## src/rtl/fft_pkg.sv

```systemverilog
// Shared types and width helpers for the FFT twiddle address sequencer.
package fft_pkg;

  typedef enum logic [1:0] {
    ST_IDLE = 2'd0,
    ST_RUN  = 2'd1,
    ST_DONE = 2'd2
  } seq_state_t;

  function automatic int calc_l_stages(input int n);
    return $clog2(n);
  endfunction

  function automatic int calc_a_width(input int n);
    return $clog2(n / 2);
  endfunction

  // A single-stage count still needs one bit to carry the stage number.
  function automatic int calc_s_width(input int n);
    return ($clog2($clog2(n)) < 1) ? 1 : $clog2($clog2(n));
  endfunction

endpackage

```

## src/rtl/tw_addr_map.sv

```systemverilog
// Combinational (bfly_idx, stage) -> (tw_addr, rot_nj) mapping for radix-2 DIF.
// Optional quarter-wave ROM folding is enabled with TW_QUARTER_EN.
module tw_addr_map
  import fft_pkg::*;
#(
  parameter int N_POINTS = 8,
  parameter int A_WIDTH  = calc_a_width(N_POINTS),
  parameter int S_WIDTH  = calc_s_width(N_POINTS)
) (
  input  logic [A_WIDTH-1:0] i_bfly_idx,
  input  logic [S_WIDTH-1:0] i_stage,
  output logic [A_WIDTH-1:0] o_tw_addr,
  output logic               o_rot_nj
);

  localparam logic [A_WIDTH:0] HALF     = (A_WIDTH + 1)'(N_POINTS / 2);
  localparam logic [A_WIDTH:0] SPAN_ONE = (A_WIDTH + 1)'(1);

  logic [A_WIDTH:0]   w_span;
  logic [A_WIDTH-1:0] w_mask;
  logic [A_WIDTH-1:0] w_raw;

  // mod by a power of two is a mask; N/2 itself yields an all-ones mask
  assign w_span = HALF >> i_stage;
  assign w_mask = A_WIDTH'(w_span - SPAN_ONE);
  assign w_raw  = (i_bfly_idx & w_mask) << i_stage;

`ifdef TW_QUARTER_EN
  localparam logic [A_WIDTH-1:0] QUARTER = A_WIDTH'(N_POINTS / 4);

  always_comb begin
    o_tw_addr = w_raw;
    o_rot_nj  = 1'b0;
    if (w_raw >= QUARTER) begin
      o_tw_addr = w_raw - QUARTER;
      o_rot_nj  = 1'b1;
    end
  end
`else
  always_comb begin
    o_tw_addr = w_raw;
    o_rot_nj  = 1'b0;
  end
`endif

endmodule

```

## src/rtl/tw_addr_seq.sv

```systemverilog
// Twiddle ROM address sequencer: one butterfly beat per valid/ready transfer
// across all stages of an N-point radix-2 DIF FFT. Honours TW_QUARTER_EN.
//
// state   | meaning
// IDLE    | waiting for start, outputs quiet
// RUN     | presenting beats, advancing on out_valid & out_ready
// DONE    | one-cycle done pulse, busy still high
module tw_addr_seq
  import fft_pkg::*;
#(
  parameter int N_POINTS = 8,
  parameter int L_STAGES = calc_l_stages(N_POINTS),
  parameter int A_WIDTH  = calc_a_width(N_POINTS),
  parameter int S_WIDTH  = calc_s_width(N_POINTS)
) (
  input  logic               clk,
  input  logic               rst,
  input  logic               start,
  input  logic               out_ready,
  output logic               out_valid,
  output logic [A_WIDTH-1:0] tw_addr,
  output logic [S_WIDTH-1:0] stage,
  output logic [A_WIDTH-1:0] bfly_idx,
  output logic               last,
  output logic               rot_nj,
  output logic               busy,
  output logic               done
);

  localparam logic [A_WIDTH-1:0] IDX_MAX   = A_WIDTH'(N_POINTS / 2 - 1);
  localparam logic [S_WIDTH-1:0] STAGE_MAX = S_WIDTH'(L_STAGES - 1);
  localparam logic [A_WIDTH-1:0] ONE_A     = A_WIDTH'(1);
  localparam logic [S_WIDTH-1:0] ONE_S     = S_WIDTH'(1);

  seq_state_t         r_state;
  logic               r_valid;
  logic [A_WIDTH-1:0] r_tw;
  logic [S_WIDTH-1:0] r_stage;
  logic [A_WIDTH-1:0] r_idx;
  logic               r_last;
  logic               r_rot;
  logic               r_busy;
  logic               r_done;

  logic               w_accept;
  logic               w_wrap;
  logic [A_WIDTH-1:0] w_nxt_idx;
  logic [S_WIDTH-1:0] w_nxt_stage;
  logic [A_WIDTH-1:0] w_nxt_tw;
  logic               w_nxt_rot;

  assign w_accept    = r_valid & out_ready;
  assign w_wrap      = (r_idx == IDX_MAX);
  assign w_nxt_idx   = w_wrap ? '0 : r_idx + ONE_A;
  assign w_nxt_stage = w_wrap ? r_stage + ONE_S : r_stage;

  // address of the following beat is mapped ahead so tw_addr can be registered
  tw_addr_map #(
    .N_POINTS (N_POINTS),
    .A_WIDTH  (A_WIDTH),
    .S_WIDTH  (S_WIDTH)
  ) u_map (
    .i_bfly_idx (w_nxt_idx),
    .i_stage    (w_nxt_stage),
    .o_tw_addr  (w_nxt_tw),
    .o_rot_nj   (w_nxt_rot)
  );

  always_ff @(posedge clk or posedge rst) begin
    if (rst) begin
      r_state <= ST_IDLE;
      r_valid <= 1'b0;
      r_tw    <= '0;
      r_stage <= '0;
      r_idx   <= '0;
      r_last  <= 1'b0;
      r_rot   <= 1'b0;
      r_busy  <= 1'b0;
      r_done  <= 1'b0;
    end else begin
      case (r_state)
        ST_IDLE: begin
          r_done <= 1'b0;
          if (start) begin
            r_state <= ST_RUN;
            r_valid <= 1'b1;
            r_busy  <= 1'b1;
            r_tw    <= '0;
            r_stage <= '0;
            r_idx   <= '0;
            r_last  <= 1'b0;
            r_rot   <= 1'b0;
          end
        end
        ST_RUN: begin
          if (w_accept) begin
            if (r_last) begin
              r_state <= ST_DONE;
              r_valid <= 1'b0;
              r_done  <= 1'b1;
              r_tw    <= '0;
              r_stage <= '0;
              r_idx   <= '0;
              r_last  <= 1'b0;
              r_rot   <= 1'b0;
            end else begin
              r_idx   <= w_nxt_idx;
              r_stage <= w_nxt_stage;
              r_tw    <= w_nxt_tw;
              r_rot   <= w_nxt_rot;
              r_last  <= (w_nxt_stage == STAGE_MAX) && (w_nxt_idx == IDX_MAX);
            end
          end
        end
        ST_DONE: begin
          r_state <= ST_IDLE;
          r_done  <= 1'b0;
          r_busy  <= 1'b0;
        end
        default: begin
          r_state <= ST_IDLE;
          r_valid <= 1'b0;
          r_busy  <= 1'b0;
          r_done  <= 1'b0;
        end
      endcase
    end
  end

  assign out_valid = r_valid;
  assign tw_addr   = r_tw;
  assign stage     = r_stage;
  assign bfly_idx  = r_idx;
  assign last      = r_last;
  assign rot_nj    = r_rot;
  assign busy      = r_busy;
  assign done      = r_done;

endmodule

```

## config.mk

```make
export PLATFORM = sky130hd
export DESIGN_NAME = tw_addr_seq
export DESIGN_NICKNAME = d
export VERILOG_FILES = /design/src/rtl/fft_pkg.sv /design/src/rtl/tw_addr_map.sv /design/src/rtl/tw_addr_seq.sv
export SDC_FILE = /design/constraint.sdc
export NUM_CORES = 1
export LEC_CHECK = 0
export ABC_AREA = 0
export CORE_MARGIN = 2
export CORE_UTILIZATION = 47
export DETAILED_ROUTE_END_ITERATION = 10
export PLACE_DENSITY = 0.76
export SLEW_MARGIN = 0
export SYNTH_ARGS = -nofsm -noshare
export SYNTH_HDL_FRONTEND = slang
export SYNTH_SLANG_ARGS = --single-unit
```

## constraint.sdc

```tcl
create_clock -name clk -period 1.66 [get_ports clk]
set_input_delay 0.332 -clock clk [delete_from_list [all_inputs] [get_ports clk]]
set_output_delay 0.332 -clock clk [all_outputs]
set_load 0.1 [all_outputs]
```

# After elaboration in Yosys (flattened, before gate mapping)

Index checks and enable logic that the tools add are counted.

Bits of input ports: 4
Output and inout bits: 11
Word-level logic and storage cells: 64
Register bits after elaboration: 13

Bitwise operators: 4
Reduce and logical (&&, ||, !) cells: 8
$add $sub $neg: 3
Muxes and demuxes: 30
Equality and inequality tests: 8
Shifts and indexed selects: 2

Operators with widths:

| cell                                                               | count |
|---|---|
| 2-bit 2-to-1 mux                                                   | 12 |
| 2-bit case mux with 2 select lines                                 | 4 |
| 1-bit 2-to-1 mux                                                   | 10 |
| 2-bit == test, second input constant                               | 4 |
| 2-bit inequality test, second input constant                       | 3 |
| 1-bit case mux with 2 select lines                                 | 3 |
| 3-bit AND reduction                                                | 2 |
| 2-bit by 1-bit adder with 2-bit output, second input constant      | 2 |
| 2-bit AND reduction                                                | 2 |
| 4-bit AND reduction                                                | 1 |
| 1-bit case mux with 3 select lines                                 | 1 |
| 3-bit by 2-bit >> shifter with 2-bit output, first input constant  | 1 |
| 2-bit bitwise AND                                                  | 1 |
| 2-bit by 1-bit == test with 1-bit output, second input constant    | 1 |
| 2-bit zero test                                                    | 1 |
| 1-bit inverter                                                     | 2 |
| 2-bit nonzero test                                                 | 1 |
| 2-bit by 2-bit << shifter with 2-bit output                        | 1 |
| 2-bit by 1-bit subtractor with 2-bit output, second input constant | 1 |
| 1-bit bitwise AND                                                  | 1 |
| 1-bit logical AND                                                  | 1 |

# Depth between registers and ports, before layout

Depth in word-level cells: 9
Gate-level depth with buffers: 6
Depth with buffers taken out: 6

# By module

A second synthesis with hierarchy kept.

Cells, all modules: 60
Area total of the unflattened synthesis: 663.1 sq um

Modules (own cells, without submodules):

| module      | instances | area an instance (sq um) | sequential area each (sq um) | cells each |
|---|---|---|---|---|
| tw_addr_seq | 1         | 600.6                    | 325.3                        | 52 |
| tw_addr_map | 1         | 62.6                     | 0.0                          | 8 |

# Worst setup path after synthesis

OpenSTA, ideal clock, no wires.

Kind: flip-flop to flip-flop
From: reg r_idx[0], in the netlist bfly_idx[0]
To: reg r_tw[1], in the netlist tw_addr[1]
Library setup time: 123 ps
Stages on the path, launching flop included: 7
Buffers on the path: 0
Data arrival time: 2062 ps
Period minus slack after synthesis: 2185 ps
Path slack: -525 ps
Data required time: 1537 ps
Cells stage by stage: dfrtp_1 > inv_1 > ha_1 > and3b_1 > o21ai_1 > o41ai_1 > a32o_1

Cells in the longest elaborated chain, start to end: 9
Elaborated cells on any way between the ends: 11
Those cells by class: add/sub: 2; eq/ne: 1; shift: 2; mux: 5; bitwise: 1

RTL lines:

| what                                            | RTL line           | text |
|---|---|---|
| start: declaration                              | tw_addr_seq.sv:39  | `logic [A_WIDTH-1:0] r_idx;` |
| start signal: assignment                        | tw_addr_seq.sv:107 | `r_idx <= w_nxt_idx;` |
| 2-bit == test                                   | tw_addr_seq.sv:53  | `assign w_wrap = (r_idx == IDX_MAX);` |
| 2-bit 2-to-1 mux                                | tw_addr_seq.sv:55  | `assign w_nxt_stage = w_wrap ? r_stage + ONE_S : r_stage;` |
| 3-bit by 2-bit >> shifter with 2-bit output     | tw_addr_map.sv:24  | `assign w_span = HALF >> i_stage;` |
| 2-bit by 1-bit subtractor with 2-bit output     | tw_addr_map.sv:25  | `assign w_mask = A_WIDTH'(w_span - SPAN_ONE);` |
| 2-bit bitwise AND                               | tw_addr_map.sv:26  | `assign w_raw = (i_bfly_idx & w_mask) << i_stage;` |
| 2-bit by 2-bit << shifter with 2-bit output (*) | tw_addr_map.sv:26  |  |
| 2-bit 2-to-1 mux (*)                            | tw_addr_seq.sv:97  | `if (r_last) begin` |
| 2-bit 2-to-1 mux (*)                            | tw_addr_seq.sv:96  | `if (w_accept) begin` |
| 2-bit case mux with 2 select lines (*)          | tw_addr_seq.sv:81  | `case (r_state)` |
| end signal: assignment                          | tw_addr_seq.sv:109 | `r_tw <= w_nxt_tw;` |
| end: declaration                                | tw_addr_seq.sv:37  | `logic [A_WIDTH-1:0] r_tw;` |

Mark *: on every way between the ends. The rest lies on a longest branch, timed or not. The select of a mux whose other input is x is not followed.
A chain may end at the register's enable or synchronous reset.

# Final worst setup path

Ends and elaborated chain as after synthesis.

==> summary.txt <==
Timing
  – Tmin final: approximately 1.6 ns
  – Final Hold Viols: 0
  – Fin crit share: 95.1%
  – Final setup fails: 0
  – Pins Over Slew Limit: 0
  – RSZ-0062 raised after global routing: false
  – Final setup skew: between 0.002 and 0.0025 ns
  – Fmax: ~630 MHz

CTS
  – CTS tree: built
  – CTS clock-pin slew for the worst setup and hold paths: roughly 0.07 ns
  – Clock sink total: 12
  – Setup bufs post-CTS: 0
  – Hold-fix buffers at CTS: 0
  – CTS Root Cell: clkbuf_4
  – CTS max path bufs: 2
  – CTS resizes: 0
  – H-tree Lvls: 1
  – Clock latency on the worst-skew pair: 0.28 ns
  – TritonCTS Buffers: 3

Worst setup path
  – Worst endpoint required time: approximately 1.8 ns
  – Setup CP Type: reg2reg
  – Setup crit end kind: flip-flop
  – R2R Setup Slk: ~0.082 ns
  – Worst setup path endpoint: tw_addr[1]
  – FF-to-FF End: tw_addr[1]
  – RR Startpoint: bfly_idx[0]
  – Worst setup path startpoint: bfly_idx[0]
  – Crit-path max FO: 6
  – Reg2reg path depth: 5
  – Startpoint Class: flip-flop
  – Critical Path AT: 1.75 ns

Synth
  – Number of synthesized register bits: 12
  – Area leader, netlist: dfrtp_1
  – Synth top area share: around 47%
  – Yosys cell types: 31
  – Yosys warnings: 0
  – Cell Area, Synth: ~640 um2
  – Cell count after synthesis: 62
  – Sequential area share after synthesis: around 47%
  – Mean area per synthesized cell: roughly 10 um2
  – Syn_nets: 69
  – Synth top area cells: dfrtp_1, ha_1, a21o_1, a21oi_1, a32o_1

Floorplan
  – Ports: 15
  – Chip width: about 41 um
  – Full die area: around 1700 um2
  – Die H: 40.9 um
  – FP Rows: 13
  – Core ar.: between 1000 and 1500 um2
  – Starting Density: approximately half

Cells and area
  – Ant diodes: 0
  – Finished layout cell area: 948 um2
  – Most frequent cells in the layout: buf_12, dfrtp_1, nand2_1, a21oi_1, inv_1
  – Share of cells above drive strength 1: 40.3%
  – Area growth, synth to finish: 48.0%
  – Commonest non-fill, non-tap cell in the layout: buf_12
  – Layout net count: 85
  – Fill count: 88

Placed design
  – Placement Cell Area: between 900 and 1000 um2
  – Dpl hpwl: around 960 um
  – PortBufs: 13
  – Placer Congestion: just over 0.8

Global route
  – Remaining Overflow, GRT: 0
  – Vias in the first global route: roughly 420
  – GRT Util Overall: between 10% and 20%
  – Initial antenna violation count: 0
  – First-pass GRT wire length: between 1.5 and 2 mm
  – Largest net degree at the start of global routing: 13

Hold path
  – Hold WC Path Type: in2async

Drt
  – DRC: 0
  – Initial drt markers: 5
  – Via density per instance: 5.41
  – Detailed Routing Iterations Pass 1: 4
  – Post-route ant nets: 0
  – Drt total wl: roughly 1.3 mm
  – Vias: approximately 500
  – Routed length per instance: approximately 14 um

Status
  – Status: complete, no violations

Flow run
  – Max cap viols: 0
## sequential cells by signal, indices dropped and copies added (netlist names)
name,cells
tw_addr,2
stage,2
r_state,2
busy,1
last,1
done,1
out_valid,1
bfly_idx,2
## cell type report
| class | instances | area, um2 | area share, % |
|---|---|---|---|
| flip-flops and latches | 12 | 315 | 33.2 |
| multi-input cells | 41 | 315 | 33.2 |
| repair buffers | 14 | 238 | 25.1 |
| clock buffers | 4 | 36.3 | 3.83 |
| inverters | 6 | 25.0 | 2.64 |
| well taps | 15 | 18.8 | 1.98 |
## critical path: stages (launching register included)
cell and delay (ns):
dfrtp_4 0.53, ha_1 0.29, and3b_1 0.20, o21ai_1 0.11
o41ai_1 0.09, a32o_1 0.25
## cells by family (layout without fill, tap and decap cells)
family | after synthesis | in the layout | synth area share, %
simple gates | 18 | 18 | 17.8
compound gates | 15 | 15 | 16.0
flops | 12 | 12 | 46.9
buf+inv | 9 | 24 | 7.03
fa+ha+maj | 3 | 3 | 5.86
xor+xnor | 3 | 3 | 4.10
other cells | 1 | 1 | 0.585
mux | 1 | 1 | 1.76
## synthesized netlist by cell type (all sizes together)
| library cell | number |
|---|---|
| a32o | 2 |
| a21o | 3 |
| dfrtp | 12 |
| clkbuf | 1 |
| ha | 3 |
| o21ai | 3 |
| buf | 2 |
| mux2 | 1 |
| nand2 | 5 |
| and3b | 1 |
| o41ai | 1 |
| nor2 | 4 |
| or3 | 1 |
| a22o | 1 |
| xnor2 | 1 |
| nor3b | 1 |
| nand2b | 2 |
| xor2 | 2 |
| nand3 | 3 |
| conb | 1 |
| a21oi | 4 |
| nor3 | 1 |
| inv | 6 |
| o21bai | 1 |
## per-stage QoR
step	std cells	setup WS, ns	hold slack (ns)	utilization [%]	setup TNS [ns]
after global routing	92	0.0268	0.420	73.8	0
after detailed placement	88	-0.151	0.507	70.4	-0.718
after floorplan	62	-0.0119	0.197	-	-0.0119
after CTS	92	0.0474	0.380	73.2	0
final	92	0.0821	0.359	73.8	0
after global placement	88	-0.136	0.490	70.4	-0.583
## routing by layer
metal	wire [um]	track usage, %
met5	0	0
met4	24	10.0
met3	68	8.70
met2	615	26.6
met1	564	25.7
## worst min-delay path by stage
stage | slack (ns) | startpoint | cells past startpoint | to
after global routing | 0.42 | rst | 2 | busy
after global placement | 0.49 | r_state[1] | 1 | busy
final | 0.36 | rst | 2 | tw_addr[1]
after floorplan | 0.20 | rst | 1 | busy
after detailed placement | 0.51 | r_state[1] | 1 | r_state[0]
after CTS | 0.38 | rst | 2 | busy
Power is not shown: default switching activity piles up to over one toggle a cycle in this logic, so the estimate is an artifact.
